`src/rtl/prio_encoder_rr.sv`:
```
// Round-robin priority encoder: latches request pulses and presents one granted
// index at a time through a valid/ready handshake, rotating priority after each grant.
module prio_encoder_rr #(
  parameter int unsigned N = 3
) (
  input  logic                clk,
  input  logic                rst_n,
  input  logic [(2**N)-1:0]   req,
  input  logic                en,
  input  logic                out_ready,
  output logic [N-1:0]        out_idx,
  output logic                out_valid,
  output logic [(2**N)-1:0]   pending
);

  localparam int unsigned W = 2**N;

  typedef enum logic [0:0] {
    IDLE    = 1'b0,
    PRESENT = 1'b1
  } state_t;

  state_t         state_q, state_d;
  logic           out_valid_q, out_valid_d;
  logic [N-1:0]   out_idx_q, out_idx_d;
  logic [W-1:0]   pending_q, pending_d;
  logic [N-1:0]   last_q, last_d;

  logic           hs_c;
  logic           start_c;
  logic           rr_found_c;
  logic [N-1:0]   rr_idx_c;
  logic [W-1:0]   clr_mask_c;

  // State register; reset leaves last at the top index so the first search starts at 0.
  always_ff @(posedge clk or negedge rst_n) begin
    if (!rst_n) begin
      state_q     <= IDLE;
      out_valid_q <= 1'b0;
      out_idx_q   <= '0;
      pending_q   <= '0;
      last_q      <= '1;
    end else begin
      state_q     <= state_d;
      out_valid_q <= out_valid_d;
      out_idx_q   <= out_idx_d;
      pending_q   <= pending_d;
      last_q      <= last_d;
    end
  end

  // First set pending bit in the order last+1, last+2, ... wrapping back to last.
  always_comb begin
    rr_found_c = 1'b0;
    rr_idx_c   = '0;
    for (int unsigned i = 1; i <= W; i++) begin
      logic [N-1:0] cand;
      cand = last_q + N'(i);
      if (!rr_found_c && pending_q[cand]) begin
        rr_found_c = 1'b1;
        rr_idx_c   = cand;
      end
    end
  end

  assign hs_c    = (state_q == PRESENT) && out_ready;
  assign start_c = (state_q == IDLE) && en && rr_found_c;

  // Next-state logic.
  always_comb begin
    state_d = state_q;
    unique case (state_q)
      IDLE:    if (start_c) state_d = PRESENT;
      PRESENT: if (hs_c)    state_d = IDLE;
      default: state_d = IDLE;
    endcase
  end

  // Datapath: new requests are OR-ed in after the served bit is cleared, so a set wins.
  always_comb begin
    clr_mask_c  = '0;
    out_idx_d   = out_idx_q;
    last_d      = last_q;
    if (hs_c) begin
      clr_mask_c = W'(1) << out_idx_q;
      last_d     = out_idx_q;
    end
    if (start_c) begin
      out_idx_d = rr_idx_c;
    end
    pending_d   = (pending_q & ~clr_mask_c) | req;
    out_valid_d = (state_d == PRESENT);
  end

  assign out_idx   = out_idx_q;
  assign out_valid = out_valid_q;
  assign pending   = pending_q;

endmodule

```
`config.mk`:
```
export PLATFORM = sky130hd
export DESIGN_NAME = prio_encoder_rr
export DESIGN_NICKNAME = d
export VERILOG_FILES = /design/src/rtl/prio_encoder_rr.sv
export SDC_FILE = /design/constraint.sdc
export NUM_CORES = 1
export LEC_CHECK = 0
export CAP_MARGIN = 20
export CORE_MARGIN = 1
export CORE_UTILIZATION = 50
export DETAILED_ROUTE_END_ITERATION = 8
export PLACE_DENSITY = 0.79
export SYNTH_ARGS = -nofsm -noshare
export SYNTH_HDL_FRONTEND = slang
export SYNTH_SLANG_ARGS = --single-unit
```
`constraint.sdc`:
```
create_clock -name clk -period 2.9 [get_ports clk]
set_clock_uncertainty 0.15 [all_clocks]
set_input_delay 0.435 -clock clk [delete_from_list [all_inputs] [get_ports clk]]
set_output_delay 0.435 -clock clk [all_outputs]
set_load 0.02 [all_outputs]
```
# Word-level counts from Yosys, hierarchy flattened
# Cells that the tools add are included.
# totals
regBits	15
inputBits	12
output_inout_bits	12
elab_cells	77
# classes
addsub	7
n_lt_le_gt_ge	8
shifts	1
n_mux	36
bitwise	4
n_reduce_logical	17
# op_table
cell	count
3-bit by 4-bit less-than comparator with 1-bit output, second input constant	8
1-bit binary-select mux with 3-bit select	8
3-bit two-way mux	8
1-bit two-way mux	18
3-bit adder, second input constant	4
1-bit logical AND	10
8-bit bitwise AND	1
8-bit two-way mux	1
8-bit inverter	1
8-bit bitwise OR	1
1-bit by 3-bit left shift with 8-bit output, first input constant	1
1-bit logical NOT	7
3-bit by 2-bit adder with 3-bit output, second input constant	2
3-bit by 1-bit adder with 3-bit output, second input constant	1
1-bit one-hot mux with 2 select lines	1
1-bit inverter	1

# Depth between registers and ports, before layout
# Gate-level depths: netlist of the first run.
# logic_depth
depth_word	28
ltp_mapped	12
ltp_nobuf	8

# Least setup slack after synthesis of the first run
# OpenSTA, ideal clock, no wires.
# synth_timing
path_kind	reg2reg
start	register last_q[1]
end	register out_idx_q[1] (netlist: out_idx[1])
setup_ps	87
t_arrival_ps	2881
required_time_ps	2663
setup_slack_ps	-218
path_stages_with_launch	13
path_buffers	4
synth_period_minus_slack_ps	3118
path_cell_list	dfstp_2 -> buf_6 -> buf_2 -> inv_1 -> ha_1 -> buf_6 -> buf_8 -> mux2_4 -> mux4_2 -> and3_4 -> o31ai_2 -> o21ai_1 -> a211oi_2
# synth_via
elab_chain_len	26
elab_cells_between_ends	54
classes_between	add/sub (7); mux (32); reduce/logical (15)
# synth_rtl
item	line	rtl
start: declaration	27	logic [N-1:0] last_q, last_d;
start signal: assignment	48	last_q <= last_d;
3-bit by 1-bit adder with 3-bit output	58	cand = last_q + N'(i);
1-bit binary-select mux with 3-bit select	59	if (!rr_found_c && pending_q[cand]) begin
1-bit two-way mux (not written as such)	59	
1-bit two-way mux	59	
1-bit logical NOT	59	
1-bit logical AND	59	
1-bit two-way mux	59	
1-bit logical NOT	59	
[... 10 more ...]	-	
1-bit two-way mux	59	
1-bit logical NOT	59	
1-bit logical AND	59	
1-bit two-way mux	59	
1-bit logical NOT	59	
1-bit logical AND	59	
1-bit two-way mux	59	
1-bit logical AND	67	assign start_c = (state_q == IDLE) && en && rr_found_c;
end signal: assignment	46	out_idx_q <= out_idx_d;
end: declaration	25	logic [N-1:0] out_idx_q, out_idx_d;
# Parallel ways exist; a longest one is shown, timed or not. The select of a mux whose other input is x is not followed.
# A chain may end at the register's enable or synchronous reset.

# Worst setup path after layout of the first run
# Same ends and word-level chain as after synthesis.

==> impl_metrics.ini, run 1 <==
[floorplan]
floorplan.die.height_um = 61.1
pin_count = 24
initial_core_util = 0.524
fp.dieArea_mm2 = 0.00374
die_width_um = 61.1
core_area_mm2 = 0.00334
placementRows = 21

[pwr]
share_comb_of_total_power = 0.710
p_total_mw = 1.83
ir_drop_uv = 486
sequentialPowerShare = 0.219
p_leak_nw = 0.770
power_switching_share = 0.473
internal-power_uw = 963
clockPowerShare = 0.070
net_switching_power_of_the_design_uw = 865
power_density_mw_per_mm2 = 883

[clock_tree]
htree_num_levels = 1
tritoncts = built
source_to_sink_clock_delay_at_the_later_pin_of_the_worst_skew_pair_ns = 0.29
cts_num_sinks = 15
postCtsHoldBufs = 0
worst_setup_hold_path_clk_slew_ns = 0.11
cts_buffers = 3
clk_path_buf_depth = 2
ctsRootBufferMaster = sky130_fd_sc_hd__clkbuf_4

[synth]
synth_edf_count = 0
synth_flop_cell = sky130_fd_sc_hd__dfrtp_1
asyncSetResetFlopFracSynth = 1.00
postSynthNetCount = 188
yosys_warnings = 0
yosysUniqueCellTypes = 49
syn-mean-instance-area_um2 = 10.0
synth_seq_cells = 15
synthCells = 174
combined_area_of_all_synthesized_cells_mm2 = 0.00175
fraction_of_the_yosys_area_taken_by_sequential_cells = 0.217

[cells_and_area]
drive_above_1_share = 0.237
fillCellCount = 271
layout.cell_area.non_filler_mm2 = 0.00207
number_of_antenna_diodes = 0
finish.net_count = 209
mostFrequentLayoutCell = sky130_fd_sc_hd__clkdlybuf4s50_1
layout.cells.most_common_list = sky130_fd_sc_hd__clkdlybuf4s50_1 (23), sky130_fd_sc_hd__mux2i_1 (14), sky130_fd_sc_hd__nand2_1 (13)
layout-area-overhead-vs-synth_pct = 18.5

[global_routing]
grt_use_met1 = 0.363
global_route.usage.total = 0.267
fraction_of_met3_tracks_used_by_global_routing = 0.0462
global_route_wire_length_before_repair_um = 7270
antenna_found_initial = 0
first_global_vias = 1437
met2_usage = 0.435
grt_overflow_total = 0
grt.busiest_layer = met2
grt_max_degree = 18

[sta]
final_setup_fails = 0
finalHoldViolations = 0
period_share = 0.969
grt_setup_unrepaired = false
worst-slew-pin-transition_ns = 0.654
finalWorstPathRequiredPeriod_ns = 2.81
finalHoldWorstSlack_ns = 0.382
maxClockFrequency_mhz = 356
timing_max_transition_violations_final = 0
slew_headroom = 0.563

[status]
run_status = finished clean

[setup_path]
setup.reg_to_reg.worst_slack_ns = 0.09
cp.required_ns = 2.96
critPathMaxFanout = 11
worstSetupPathType = flop to flop
crit_path_start_kind = flop
regToRegEndpoint = out_idx[1]
crit_arrival_ns = 2.87
worstReg2RegStart = last_q[1]
critical_path_cell_by_cell = inv_6, ha_4, mux2_2, mux4_2, and3_4, o31ai_2, o21ai_1, a211oi_2
max_stage_delay_ns = 0.61
worst_r2r_path_depth = 8
worstSetupEndpointType = flop
slowest_stage = sky130_fd_sc_hd__dfstp_2

[routing]
drc_errors = 0
antenna_left = 0
drtPass1Iterations = 4
routed_wl_um = 4500
routed_wire_length_per_instance_um = 18.7
vias = 1540
dr.first_iter.drc_count = 87
vias_per_cell = 6.42

[placed_design]
gp_congestion = 0.932
detailed_place.area_mm2 = 0.00201
placement.io_buffers = 23
place.detailed.hpwl_um = 3330

[job]
max_cap_viol_count = 0

[hold_path]
hold_path_class = input port to asynchronous set/reset pin
==> state kept, by name, summed over array words and instances, names as in the netlist <==
register and flops:
pending 8, last_q 3, out_idx 3, out_valid 1
==> layer usage <==
metal,vias up,share of wire
met5,-,0
met3,14,0.072
met1,741,0.40
li1,691,-
met4,0,0.030
met2,94,0.50
==> logic make-up (layout without fill, tap and decap cells) <==
kind of cell | Yosys count | count (layout) | share of synthesized area
XOR/XNOR | 4 | 4 | 0.0200
flip-flops | 15 | 15 | 0.217
AO/OA/AOI/OAI | 34 | 34 | 0.141
multiplexers | 38 | 38 | 0.356
buffers and inverters | 24 | 44 | 0.0730
adder cells (fa/ha/maj) | 2 | 2 | 0.0143
AND/OR/NAND/NOR | 57 | 57 | 0.178
==> synthesized netlist by cell type (all sizes together), types with 2 or more instances <==
cell type | count | area share
and2 | 2 | 0.0072
a21o | 6 | 0.026
mux2i | 15 | 0.086
nor2 | 10 | 0.021
nor3b | 2 | 0.0086
ha | 2 | 0.014
and3 | 2 | 0.010
nor2b | 11 | 0.039
nand2 | 13 | 0.028
xnor2 | 2 | 0.010
nand2b | 6 | 0.021
o21ai | 11 | 0.031
o31ai | 3 | 0.019
a21oi | 3 | 0.0086
dfstp | 3 | 0.045
nand3 | 4 | 0.011
inv | 8 | 0.017
mux4 | 17 | 0.23
buf | 8 | 0.039
a211oi | 2 | 0.011
o2bb2ai | 2 | 0.010
dfrtp | 12 | 0.17
mux2 | 6 | 0.041
clkbuf | 8 | 0.017
xor2 | 2 | 0.010
==> worst max path at each step <==
stage               from         end  slack, ns  depth (start not counted)
2_1_floorplan  last_q[1]  out_idx[1]      -0.03                         12
6_report       last_q[1]  out_idx[1]       0.09                          8
3_5_place_dp   last_q[1]  out_idx[1]       0.06                          7
4_1_cts        last_q[1]  out_idx[1]       0.03                          7
3_3_place_gp   last_q[1]  out_idx[0]       0.12                          7
5_1_grt        last_q[1]  out_idx[1]      0.008                          7
==> power by group through the flow <==
stage,Sequential (mW),Combinational [mW],Clock (mW)
floorplan,0.369,0.984,0
global placement,0.393,1.17,0
detailed placement,0.398,1.21,0
CTS,0.394,1.21,0.130
global route,0.414,1.39,0.146
finish,0.401,1.30,0.128
==> metrics by stage <==
step	setup TNS, ns	setup WS (ns)	std cells	util
6_report	0	0.0897	240	0.621
5_1_grt	0	0.00809	240	0.621
4_1_cts	0	0.0263	237	0.610
3_5_place_dp	0	0.0628	233	0.601
3_3_place_gp	0	0.122	233	0.601
2_1_floorplan	-0.0457	-0.0332	174	-
==> cell type report <==
cell class,count,area [µm²],share of cell area
clock buffers,3,22.5,0.0109
clock inverters,1,7.51,0.00363
inverters,8,35.0,0.0169
multi-input cells,135,1270,0.614
flip-flops and latches,15,379,0.183
well taps,46,57.6,0.0278
repair buffers,32,298,0.144
==> critical path: cells and delay by family, from the launching register on <==
kind,cells,cell delay (ns)
fa+ha+maj,1,0.36
mux,2,0.92
buf+inv,1,0.06
compound gates,3,0.44
flops,1,0.61
simple gates,1,0.19
==> repair_timing <==
item	in CTS	in global routing
gates resized for setup	0	3
setup buffers	0	3
setup endpoints to repair	0	2
endpoints found under the hold margin	0	0
No activity file was read; power rests on OpenSTA's default activity.
==> inputs of run 2 (changes only) <==
--- a/config.mk
+++ b/config.mk
@@ -9,6 +9,7 @@
 export CORE_MARGIN = 1
 export CORE_UTILIZATION = 50
 export DETAILED_ROUTE_END_ITERATION = 8
+export GPL_TIMING_DRIVEN = 1
 export PLACE_DENSITY = 0.79
 export SYNTH_ARGS = -nofsm -noshare
 export SYNTH_HDL_FRONTEND = slang
==> results of run 2 <==
Same layout as run 1: the final DEF is identical, and so are final timing and power.
